`config.mk`:
```
export PLATFORM = sky130hd
export DESIGN_NAME = alu_exec_unit
export DESIGN_NICKNAME = d
export VERILOG_FILES = /design/src/rtl/alu_exec_unit.sv
export SDC_FILE = /design/constraint.sdc
export NUM_CORES = 1
export LEC_CHECK = 0
export ABC_AREA = 1
export CAP_MARGIN = 0
export CELL_PAD_IN_SITES_DETAIL_PLACEMENT = 1
export CELL_PAD_IN_SITES_GLOBAL_PLACEMENT = 1
export CORE_UTILIZATION = 40
export CTS_CLUSTER_SIZE = 14
export DETAILED_ROUTE_END_ITERATION = 7
export GPL_ROUTABILITY_DRIVEN = 0
export GPL_TIMING_DRIVEN = 1
export PLACE_DENSITY = 0.8
export SYNTH_ARGS = -nofsm -noshare
export SYNTH_HDL_FRONTEND = slang
export SYNTH_SLANG_ARGS = --single-unit
export TNS_END_PERCENT = 30
```
`constraint.sdc`:
```
create_clock -name Clock -period 3.4 [get_ports Clock]
set_input_delay 0.68 -clock Clock [delete_from_list [all_inputs] [get_ports Clock]]
set_output_delay 0.68 -clock Clock [all_outputs]
set_load 0.01 [all_outputs]
```
`src/rtl/alu_exec_unit.sv`:
```
// Multi-cycle ALU execution unit: single-cycle logic/arith ops plus a 24-step
// shift-add multiplier, sequenced by a small FSM with registered outputs.
//
// state  | meaning
// IDLE   | waiting for Start; operands and opcode latched on accept
// EXEC   | single-cycle op evaluated from latched operands
// MUL    | one multiplier bit per cycle, down-counter sets the terminal step
// DONE   | one-cycle Done pulse, Start ignored
module alu_exec_unit #(
  parameter int WIDTH = 24
) (
  input  logic             Clock,
  input  logic             Reset,
  input  logic             Start,
  input  logic [3:0]       ALUContr,
  input  logic [WIDTH-1:0] A,
  input  logic [WIDTH-1:0] B,
  output logic [WIDTH-1:0] Result,
  output logic             Zero,
  output logic             Carry,
  output logic             Overflow,
  output logic             IllegalOp,
  output logic             Busy,
  output logic             Done
);

  localparam logic [3:0] OP_AND = 4'b0000;
  localparam logic [3:0] OP_OR  = 4'b0001;
  localparam logic [3:0] OP_ADD = 4'b0010;
  localparam logic [3:0] OP_SUB = 4'b1010;
  localparam logic [3:0] OP_SLT = 4'b0011;
  localparam logic [3:0] OP_XOR = 4'b0100;
  localparam logic [3:0] OP_MUL = 4'b0101;
  localparam int CW = $clog2(WIDTH);

  typedef enum logic [1:0] {S_IDLE, S_EXEC, S_MUL, S_DONE} state_t;

  state_t             state;
  logic [WIDTH-1:0]   a_q, b_q;
  logic [3:0]         op_q;
  logic [2*WIDTH-1:0] mcand, prod, prod_nxt;
  logic [WIDTH-1:0]   mplier;
  logic [CW-1:0]      cnt;

  logic [WIDTH:0]     sum_add, sum_sub;
  logic [WIDTH-1:0]   ex_res;
  logic               ex_c, ex_v, ex_ill;

  assign sum_add  = {1'b0, a_q} + {1'b0, b_q};
  assign sum_sub  = {1'b0, a_q} + {1'b0, ~b_q} + (WIDTH+1)'(1);
  assign prod_nxt = prod + (mplier[0] ? mcand : '0);

  always_comb begin
    ex_res = '0;
    ex_c   = 1'b0;
    ex_v   = 1'b0;
    ex_ill = 1'b0;
    case (op_q)
      OP_AND: ex_res = a_q & b_q;
      OP_OR:  ex_res = a_q | b_q;
      OP_XOR: ex_res = a_q ^ b_q;
      OP_ADD: begin
        ex_res = sum_add[WIDTH-1:0];
        ex_c   = sum_add[WIDTH];
        ex_v   = (a_q[WIDTH-1] == b_q[WIDTH-1]) && (sum_add[WIDTH-1] != a_q[WIDTH-1]);
      end
      OP_SUB: begin
        ex_res = sum_sub[WIDTH-1:0];
        ex_c   = sum_sub[WIDTH];
        ex_v   = (a_q[WIDTH-1] != b_q[WIDTH-1]) && (sum_sub[WIDTH-1] != a_q[WIDTH-1]);
      end
      OP_SLT: ex_res = {{(WIDTH-1){1'b0}}, ($signed(a_q) < $signed(b_q))};
      default: ex_ill = 1'b1;
    endcase
  end

  always_ff @(posedge Clock) begin
    if (Reset) begin
      state     <= S_IDLE;
      a_q       <= '0;
      b_q       <= '0;
      op_q      <= '0;
      mcand     <= '0;
      mplier    <= '0;
      prod      <= '0;
      cnt       <= '0;
      Result    <= '0;
      Zero      <= 1'b0;
      Carry     <= 1'b0;
      Overflow  <= 1'b0;
      IllegalOp <= 1'b0;
      Busy      <= 1'b0;
      Done      <= 1'b0;
    end else begin
      case (state)
        S_IDLE: begin
          Done <= 1'b0;
          if (Start) begin
            a_q    <= A;
            b_q    <= B;
            op_q   <= ALUContr;
            mcand  <= {{WIDTH{1'b0}}, A};
            mplier <= B;
            prod   <= '0;
            cnt    <= CW'(WIDTH-1);
            Busy   <= 1'b1;
            state  <= (ALUContr == OP_MUL) ? S_MUL : S_EXEC;
          end
        end
        S_EXEC: begin
          Result    <= ex_res;
          Zero      <= (ex_res == '0);
          Carry     <= ex_c;
          Overflow  <= ex_v;
          IllegalOp <= ex_ill;
          Busy      <= 1'b0;
          Done      <= 1'b1;
          state     <= S_DONE;
        end
        S_MUL: begin
          prod   <= prod_nxt;
          mcand  <= mcand << 1;
          mplier <= mplier >> 1;
          cnt    <= cnt - CW'(1);
          // terminal step folds the last partial product straight into Result
          if (cnt == '0) begin
            Result    <= prod_nxt[WIDTH-1:0];
            Zero      <= (prod_nxt[WIDTH-1:0] == '0);
            Carry     <= 1'b0;
            Overflow  <= |prod_nxt[2*WIDTH-1:WIDTH];
            IllegalOp <= 1'b0;
            Busy      <= 1'b0;
            Done      <= 1'b1;
            state     <= S_DONE;
          end
        end
        default: begin
          Done  <= 1'b0;
          state <= S_IDLE;
        end
      endcase
    end
  end

endmodule

```
==> run_results.csv, run 1 <==
group,metric,value,unit
status,status,"complete, but fails checks",
status,violations,"design-rule violations",
clocking,cts_tree,"done",
clocking,h-tree-depth,1,
timing,fin_crit_sh,0.936,
synthesis,synth-edff-count,0,
routing,vias,19400,
worst_setup_path,critPathCaptureType,"register",
placement,portBuffers,84,
routing,drc,9,
finish,drive_gt1_frac,0.0385,
synthesis,yosysMostFrequentCell,"nand2_1",
synthesis,synth_top_cell_area_share,0.249,
global_route,overflow,0,
synthesis,synth.distinct_cells,41,
floorplan,placementRows,74,
finish,layout.nets,3096,
synthesis,synthArstFlopShare,0,
synthesis,synthTopCellsByCount,"nand2_1 (972), inv_1 (417), nor2_1 (253)",
worst_setup_path,cp.arrival,3.62,ns
floorplan,fp.dieW,207,um
clocking,cts_buffers,26,
finish,syn_to_final_growth,13.1,%
min_path,hold_path.class,"reg -> reg",
clocking,clockRootBuffer,"clkbuf_16",
synthesis,yosys.area.top_type,"dfxtp_1",
timing,rsz0062_at_grt,"false",
finish,diodes,0,
global_route,grt_max_degree,100,
routing,postRouteWirelength,67700,um
power_and_ir_drop,vdd_drop_max,0.477,mV
synthesis,ys_top_cells_by_area,"dfxtp_1 (25%), nand2_1 (22%), inv_1 (9.3%), ha_1 (9.3%), a21oi_1 (7.0%)",
clocking,clkLatencyLatePin,0.59,ns
clocking,clkTransAtPathRegs,0.07,ns
worst_setup_path,criticalPathCategory,"reg -> reg",
timing,setup_viol,0,
floorplan,die_y,207,um
global_route,grt_pass1_wl,107000,um
placement,place_hpwl,53700,um
floorplan,core,0.0412,mm2
synthesis,ys_warn_count,0,
finish,fillers,5710,
global_route,grt_use_total,0.310,
routing,wire_per_inst,19.5,um
worst_setup_path,start_kind,"register",
synthesis,mappedNetlistArea,0.0168,mm2
timing,finalHoldViolations,0,
timing,max_slew_margin,0.313,
timing,max_freq,314,MHz
clocking,cts_buffer_depth,3,
synthesis,synth-seq-cells,209,
floorplan,dieArea,0.0429,mm2
worst_setup_path,crit_fanout,47,
clocking,clock_sinks,209,
power_and_ir_drop,leakagePower,0.00926,uW
job,maxCapViolCount,0,
global_route,antenna_found_initial,0,
floorplan,ios,85,
power_and_ir_drop,power.density,693,mW/mm2
clocking,cts_setup_buffers,0,
synthesis,yosys_most_used_dff,"dfxtp_1",
synthesis,seq_area_frac_synth,0.249,
timing,final.setup_skew,0.0198,ns
synthesis,syn-mean-instance-area,5.85,um2
timing,finalCriticalPeriod,3.18,ns
synthesis,synth_cells,2877,
routing,dr.pass1.iters,7,
global_route,grt_pass1_vias,19400,
routing,drt_iter0_drc,1530,
power_and_ir_drop,power.total,13200,uW
synthesis,syn_nets,3060,
timing,finalSetupTns,0,ns
floorplan,start_util,0.408,
routing,viasPerCell,5.59,
routing,postRouteAntennaNets,0,
timing,worst_pin_slew,1.03,ns
finish,final_cell_area,0.0190,mm2
placement,post_dp_cell_area,0.0182,mm2
timing,drv_slew,0,
clocking,holdBufCountCts,0,
worst_setup_path,cp_data_required_time,3.84,ns
clocking,postCtsResizedCells,0,
[report_power, final]
| part | total [uW] | internal, uW | switching, uW |
|---|---|---|---|
| registers | 3330 | 2960 | 379 |
| logic | 6960 | 1990 | 4970 |
| clock network | 2910 | 1670 | 1240 |
| total | 13200 | 6620 | 6580 |
[worst paths after layout]
path	startpoint	end	slack, ns	cells past startpoint
max	mplier[0]$_SDFFE_PP0P_	Overflow$_SDFFE_PP0P_	0.22	19
min	mplier[19]$_SDFFE_PP0P_	mplier[18]$_SDFFE_PP0P_	0.47	2
max reg2reg	mplier[0]$_SDFFE_PP0P_	Overflow$_SDFFE_PP0P_	0.22	19
min reg2reg	mplier[19]$_SDFFE_PP0P_	mplier[18]$_SDFFE_PP0P_	0.47	2
[stage by stage]
| step | setup slack [ns] | hold slack, ns | util | cells |
|---|---|---|---|---|
| 2_1_floorplan | 0.711 | 0.441 | - | 2877 |
| 3_3_place_gp | 0.413 | 0.454 | 0.441 | 3417 |
| 3_5_place_dp | 0.361 | 0.463 | 0.441 | 3417 |
| 4_1_cts | 0.338 | 0.472 | 0.462 | 3464 |
| 5_1_grt | 0.00698 | 0.490 | 0.462 | 3464 |
| 6_report | 0.218 | 0.472 | 0.462 | 3464 |
[cells by family after synthesis]
group | Yosys count | share of synthesized area
fa+ha+maj | 128 | 0.0965
xor+xnor | 25 | 0.0130
buf+inv | 526 | 0.121
simple gates | 1479 | 0.355
flops | 209 | 0.249
compound gates | 510 | 0.166
[cells in the final DEF (no fill, tap or decap), drive strengths merged, types with 8 or more instances in the layout]
cell type      count
o21ai            155
a21oi            241
nand2            981
clkinv            10
buf               30
a31oi             69
nand4             38
nand3            171
nor3              16
nor2             259
nand3b             8
ha               125
inv              421
xnor2             14
o22ai             20
dfxtp            209
clkbuf            34
o21bai            14
clkdlybuf4s50     83
xor2              11
[flip-flops by register name, summed over array words and instances, names as in the netlist]
signal	flops
mcand	48
Busy	1
b_q	24
Zero	1
a_q	24
mplier	24
state	2
op_q	4
cnt	5
Carry	1
Done	1
prod	48
Overflow	1
Result	24
IllegalOp	1
[layer usage]
| metal | wire (um) | part of all wire | GRT usage |
|---|---|---|---|
| met1 | 32000 | 0.47 | 0.445 |
| met2 | 28400 | 0.42 | 0.474 |
| met3 | 5880 | 0.087 | 0.0559 |
| met4 | 1440 | 0.021 | 0.0782 |
| met5 | 0 | 0 | 0 |
[area by class of cell]
class	instances	area, um2	share of cell area
clock buffers	34	731	0.0384
inverters	421	1580	0.0831
well taps	532	666	0.0350
flip-flops and latches	209	4190	0.220
clock inverters	13	144	0.00756
multi-input cells	2142	10600	0.559
repair buffers	113	1080	0.0568
[worst max-delay path: stages, from the launching register on]
cell      delay [ns]
dfxtp_2         0.34
buf_12          0.19
nand2_1         0.10
inv_1           0.06
ha_1            0.39
nand2_1         0.14
nor2_1          0.35
inv_1           0.10
nor2_1          0.13
inv_1           0.13
nor2_1          0.12
nand2_1         0.15
nand2_1         0.12
nand2_1         0.07
nand2_1         0.11
nand2_1         0.06
nor2_1          0.10
nand3_1         0.13
o21bai_1        0.14
a21oi_1         0.08
Power figures use the tool's default switching activity.
==> run 2, diff against run 1 <==
--- a/config.mk
+++ b/config.mk
@@ -7,14 +7,12 @@
 export LEC_CHECK = 0
 export ABC_AREA = 1
 export CAP_MARGIN = 0
-export CELL_PAD_IN_SITES_DETAIL_PLACEMENT = 1
-export CELL_PAD_IN_SITES_GLOBAL_PLACEMENT = 1
-export CORE_UTILIZATION = 40
+export CORE_UTILIZATION = 45
 export CTS_CLUSTER_SIZE = 14
 export DETAILED_ROUTE_END_ITERATION = 7
 export GPL_ROUTABILITY_DRIVEN = 0
 export GPL_TIMING_DRIVEN = 1
-export PLACE_DENSITY = 0.8
+export PLACE_DENSITY = 0.66
 export SYNTH_ARGS = -nofsm -noshare
 export SYNTH_HDL_FRONTEND = slang
 export SYNTH_SLANG_ARGS = --single-unit
==> run_results.csv, run 2 (synthesis gave the netlist of run 1 again) <==
group,metric,value,unit
clocking,cts_tree,"done",
placement,place_hpwl,45200,um
timing,final.setup_skew,0.0314,ns
worst_setup_path,cp_data_required_time,3.81,ns
placement,portBuffers,84,
timing,finalCriticalPeriod,3.15,ns
worst_setup_path,slowest_delay,0.35,ns
finish,final_cell_area,0.0189,mm2
worst_setup_path,critPathMostFrequentCell,"nand2_1",
routing,postRouteWirelength,57900,um
floorplan,dieArea,0.0382,mm2
routing,drc,0,
floorplan,start_util,0.459,
placement,post_dp_cell_area,0.0181,mm2
finish,final_common_cell,"nand2_1",
clocking,clockRootBuffer,"clkbuf_16",
global_route,overflow,0,
global_route,grt_max_degree,66,
finish,layout.nets,3096,
worst_setup_path,slowest_stage,"ha_1",
routing,vias,18900,
timing,setup_viol,0,
timing,max_slew_margin,0.230,
power_and_ir_drop,vdd_drop_max,0.358,mV
floorplan,fp.dieW,195,um
worst_setup_path,crit_path_cell_trace,"buf_12, nand2_1, inv_1, ha_1, nand2_1, nor2_1, nand2_1, nor2_1, nand2_1, nand4_1, nand2_1, nor2_1, nand3_1, nor2_1, nand3_1, o21bai_1, a21oi_1",
timing,worst_pin_slew,1.15,ns
power_and_ir_drop,p_int,6540,uW
finish,final_cells,3399,
clocking,clock_sinks,209,
finish,syn_to_final_growth,12.4,%
clocking,holdBufCountCts,0,
power_and_ir_drop,power.density,673,mW/mm2
timing,drv_slew,0,
clocking,h-tree-depth,1,
clocking,clkTransAtPathRegs,0.07,ns
power_and_ir_drop,netSwitchingFraction,0.486,
min_path,hp-start,"mplier[10]$_SDFFE_PP0P_",
global_route,grt_use_total,0.300,
timing,rsz0062_at_grt,"false",
worst_setup_path,crit_fanout,48,
worst_setup_path,crit_family,"simple AND/OR/NAND/NOR gates",
job,maxCapViolCount,0,
routing,wire_per_inst,17.0,um
global_route,antenna_found_initial,0,
finish,largestRegisters,"mcand (48), prod (48)",
power_and_ir_drop,p_sw,6190,uW
clocking,postCtsResizedCells,0,
worst_setup_path,criticalPathCategory,"reg -> reg",
status,status,"completed",
clocking,cts_setup_buffers,0,
power_and_ir_drop,seqPwrFrac,0.260,
routing,dr.pass1.iters,6,
worst_setup_path,critPathLaunch,"mplier[0]$_SDFFE_PP0P_",
worst_setup_path,critPathCaptureType,"register",
routing,postRouteAntennaNets,0,
finish,final_cell_mix,"nand2_1 (971), inv_1 (415), nor2_1 (249)",
global_route,grt_pass1_wl,91800,um
power_and_ir_drop,comb_power_share,0.522,
power_and_ir_drop,clockPowerShare,0.218,
clocking,cts_buffers,25,
timing,fin_crit_sh,0.928,
routing,viasPerCell,5.55,
timing,max_freq,317,MHz
timing,finalSetupTns,0,ns
min_path,hold_path.class,"reg -> reg",
routing,drt_iter0_drc,2052,
worst_setup_path,path_buf_inv,2,
floorplan,placementRows,70,
finish,drive_gt1_frac,0.0379,
timing,finalHoldViolations,0,
floorplan,ios,85,
placement,dp.cells,3354,
worst_setup_path,start_kind,"register",
worst_setup_path,cp.arrival,3.56,ns
floorplan,die_y,195,um
clocking,cts_buffer_depth,3,
power_and_ir_drop,leakagePower,0.00924,uW
worst_setup_path,reg2reg_from,"mplier[0]$_SDFFE_PP0P_",
floorplan,core,0.0367,mm2
finish,fillers,3780,
global_route,grt_pass1_vias,17300,
timing,worst_hold_slack,0.467,ns
clocking,clkLatencyLatePin,0.57,ns
-- run 2: cell type report --
type                            instances  area [um2]  share of cell area
Clock buffer                           31         668              0.0353
Timing Repair Buffer                  114        1090              0.0575
Clock inverter                         13         155             0.00820
Antenna cell                            1        2.50            0.000132
Multi-Input combinational cell       2142       10600               0.563
Sequential cell                       209        4190               0.221
Inverter                              421        1580              0.0837
Tap cell                              468         586              0.0310
-- run 2: through the flow --
stage,setup WS (ns),util,total power [uW]
after detailed placement,0.325,0.493,9770
after floorplan,0.711,-,7810
after global routing,0.0544,0.515,13600
final,0.246,0.515,12700
after CTS,0.335,0.515,12600
after global placement,0.391,0.493,9680
-- run 2: worst paths after layout --
path	depth (start not counted)	slack (ns)	to
setup / recovery	17	0.25	Overflow$_SDFFE_PP0P_
hold / removal	2	0.47	mplier[9]$_SDFFE_PP0P_
setup reg to reg	17	0.25	Overflow$_SDFFE_PP0P_
hold reg to reg	2	0.47	mplier[9]$_SDFFE_PP0P_
-- run 2: power groups by stage --
stage / Clock, uW / Sequential, uW / Combinational (uW)
after global routing: 2920 / 3370 / 7290
final: 2780 / 3310 / 6650
after CTS: 2810 / 3300 / 6450
after global placement: 0 / 3330 / 6360
after detailed placement: 0 / 3350 / 6420
after floorplan: 0 / 3290 / 4520
-- run 2: layer usage --
layer | wire, um | up-vias | track usage
met5 | 0 | - | 0
met4 | 1930 | 0 | 0.102
met3 | 6740 | 116 | 0.0794
met2 | 22300 | 914 | 0.423
met1 | 27000 | 8624 | 0.435
li1 | - | 9222 | -
-- run 2: worst min-delay path, cell delays in order, from the launching register on --
cell	delay [ns]
dfxtp_1	0.30
nand2_1	0.05
a31oi_1	0.07
==> run 3, diff against run 2 <==
--- a/config.mk
+++ b/config.mk
@@ -6,13 +6,13 @@
 export NUM_CORES = 1
 export LEC_CHECK = 0
 export ABC_AREA = 1
-export CAP_MARGIN = 0
 export CORE_UTILIZATION = 45
 export CTS_CLUSTER_SIZE = 14
 export DETAILED_ROUTE_END_ITERATION = 7
 export GPL_ROUTABILITY_DRIVEN = 0
 export GPL_TIMING_DRIVEN = 1
 export PLACE_DENSITY = 0.66
+export REMOVE_ABC_BUFFERS = 1
 export SYNTH_ARGS = -nofsm -noshare
 export SYNTH_HDL_FRONTEND = slang
 export SYNTH_SLANG_ARGS = --single-unit
==> run_results.csv, run 3 (synthesis gave the netlist of run 1 again) <==
group,metric,value,unit
global_route,use_met2,0.417,
timing,rsz0062_at_grt,"false",
floorplan,fp.dieW,195,um
routing,viasPerCell,5.51,
routing,postRouteAntennaNets,0,
global_route,met1_usage,0.443,
placement,place_hpwl,44100,um
clocking,clkTransAtPathRegs,0.06,ns
timing,final.setup_skew,0.0170,ns
worst_setup_path,slowest_delay,0.48,ns
floorplan,start_util,0.459,
power_and_ir_drop,power.density,672,mW/mm2
global_route,grt_pass1_wl,90400,um
global_route,grtUsageMet3,0.0535,
finish,drive_gt1_frac,0.0336,
worst_setup_path,crit_fanout,5,
floorplan,placementRows,70,
clocking,cts_setup_buffers,0,
global_route,overflow,0,
timing,max_freq,316,MHz
floorplan,die_y,195,um
floorplan,core,0.0367,mm2
worst_setup_path,critPathCaptureType,"register",
worst_setup_path,slowest_stage,"dfxtp_1",
power_and_ir_drop,leakagePower,0.00919,uW
routing,drt_iter0_drc,2133,
placement,dp_slack,0.385,ns
floorplan,dieArea,0.0382,mm2
clocking,cts_buffers,25,
clocking,h-tree-depth,1,
worst_setup_path,crit_path_cell_trace,"inv_1, ha_1, nand3_1, nand3_1, nand2_1, nand2_1, nand3b_1, nand3_2, nand2_1, nand2_1, nor2_1, nand2_1, nor2_1, nand2_1, nor2_2, nand3_1, a21oi_2",
global_route,antenna_found_initial,0,
timing,finalHoldViolations,0,
worst_setup_path,criticalPathCategory,"reg -> reg",
finish,final_cell_mix,"nand2_1 (971), inv_1 (415), nor2_1 (250)",
placement,portBuffers,84,
clocking,clkLatencyLatePin,0.56,ns
timing,finalCriticalPeriod,3.17,ns
clocking,postCtsResizedCells,0,
job,maxCapViolCount,0,
finish,seq_area,0.00419,mm2
timing,drv_slew,0,
clocking,cts_tree,"done",
power_and_ir_drop,vdd_drop_max,0.729,mV
power_and_ir_drop,power.total,12700,uW
worst_setup_path,cp.arrival,3.66,ns
routing,dr.pass1.iters,8,
clocking,clock_sinks,209,
worst_setup_path,cp_data_required_time,3.89,ns
timing,fin_crit_sh,0.931,
clocking,holdBufCountCts,0,
finish,fin_util,0.513,
worst_setup_path,reg2regPathDepth,17,
routing,postRouteWirelength,57100,um
status,status,"completed",
routing,vias,18600,
timing,finalSetupTns,0,ns
worst_setup_path,crit_family,"simple AND/OR/NAND/NOR gates",
global_route,grt_pass1_vias,16900,
timing,worst_hold_slack,0.327,ns
worst_setup_path,start_kind,"register",
routing,drc,0,
min_path,hold_path.class,"in -> reg",
global_route,grt_max_degree,76,
finish,diodes,0,
timing,setup_slack,0.234,ns
timing,max_slew_margin,0.385,
worst_setup_path,critPathMostFrequentCell,"nand2_1",
clocking,clockRootBuffer,"clkbuf_16",
global_route,grt.busiest_layer,"met1",
worst_setup_path,path_buf_inv,1,
global_route,grt_use_total,0.294,
finish,syn_to_final_growth,11.9,%
finish,multiInputGateArea,0.0106,mm2
finish,fillers,3860,
clocking,cts_buffer_depth,3,
timing,setup_viol,0,
finish,largestRegisters,"mcand (48), prod (48)",
worst_setup_path,cp_num_cells,17,
timing,worst_pin_slew,0.921,ns
floorplan,ios,85,
routing,wire_per_inst,16.9,um
finish,layout.nets,3088,
finish,final_common_cell,"nand2_1",
min_path,hold_depth,2,
run 3: cell count changes in the layout (fill, tap and decap cells not counted):
cell | before | now
buf_4 | 29 | 21
clkinvlp_4 | 3 | 1
nor2_1 | 249 | 250
bufinv_16 | 3 | 2
inv_6 | 2 | 1
diode_2 | 1 | 0
clkinv_2 | 5 | 2
nor2_2 | 8 | 7
clkbuf_8 | 2 | 5
run 3: per-stage QoR:
stage	std cells	instance area, um2
final	3386	18800
after global routing	3386	18800
after CTS	3386	18800
after detailed placement	3346	18000
after global placement	3346	18000
after floorplan	2772	16400
run 3: final timing paths:
kind	endpoint	startpoint	slack [ns]
worst max register to register	Zero$_SDFFE_PP0P_	a_q[1]$_SDFFE_PP0P_	0.23
worst min-delay path	mcand[27]$_SDFFE_PP0P_	Reset	0.33
worst max-delay path	Zero$_SDFFE_PP0P_	a_q[1]$_SDFFE_PP0P_	0.23
worst min register to register	mcand[47]$_SDFFE_PP0P_	mcand[47]$_SDFFE_PP0P_	0.46
run 3: layout make-up:
class	count	area share
Clock buffer	34	0.0377
Clock inverter	6	0.00459
Inverter	421	0.0841
Multi-Input combinational cell	2142	0.566
Sequential cell	209	0.222
Tap cell	468	0.0311
Timing Repair Buffer	106	0.0546
run 3: per-layer routing:
| layer | share of wire | vias to the layer above |
|---|---|---|
| met1 | 0.47 | 8442 |
| met4 | 0.031 | 0 |
| met3 | 0.11 | 104 |
| met2 | 0.39 | 891 |
| met5 | 0 | - |
| li1 | - | 9212 |
run 3: power by group:
group	total (uW)	internal [uW]	leakage, uW	switching (uW)
clock	2690	1590	0.000390	1100
combinational	6660	1960	0.00709	4690
sequential	3310	2960	0.00171	350
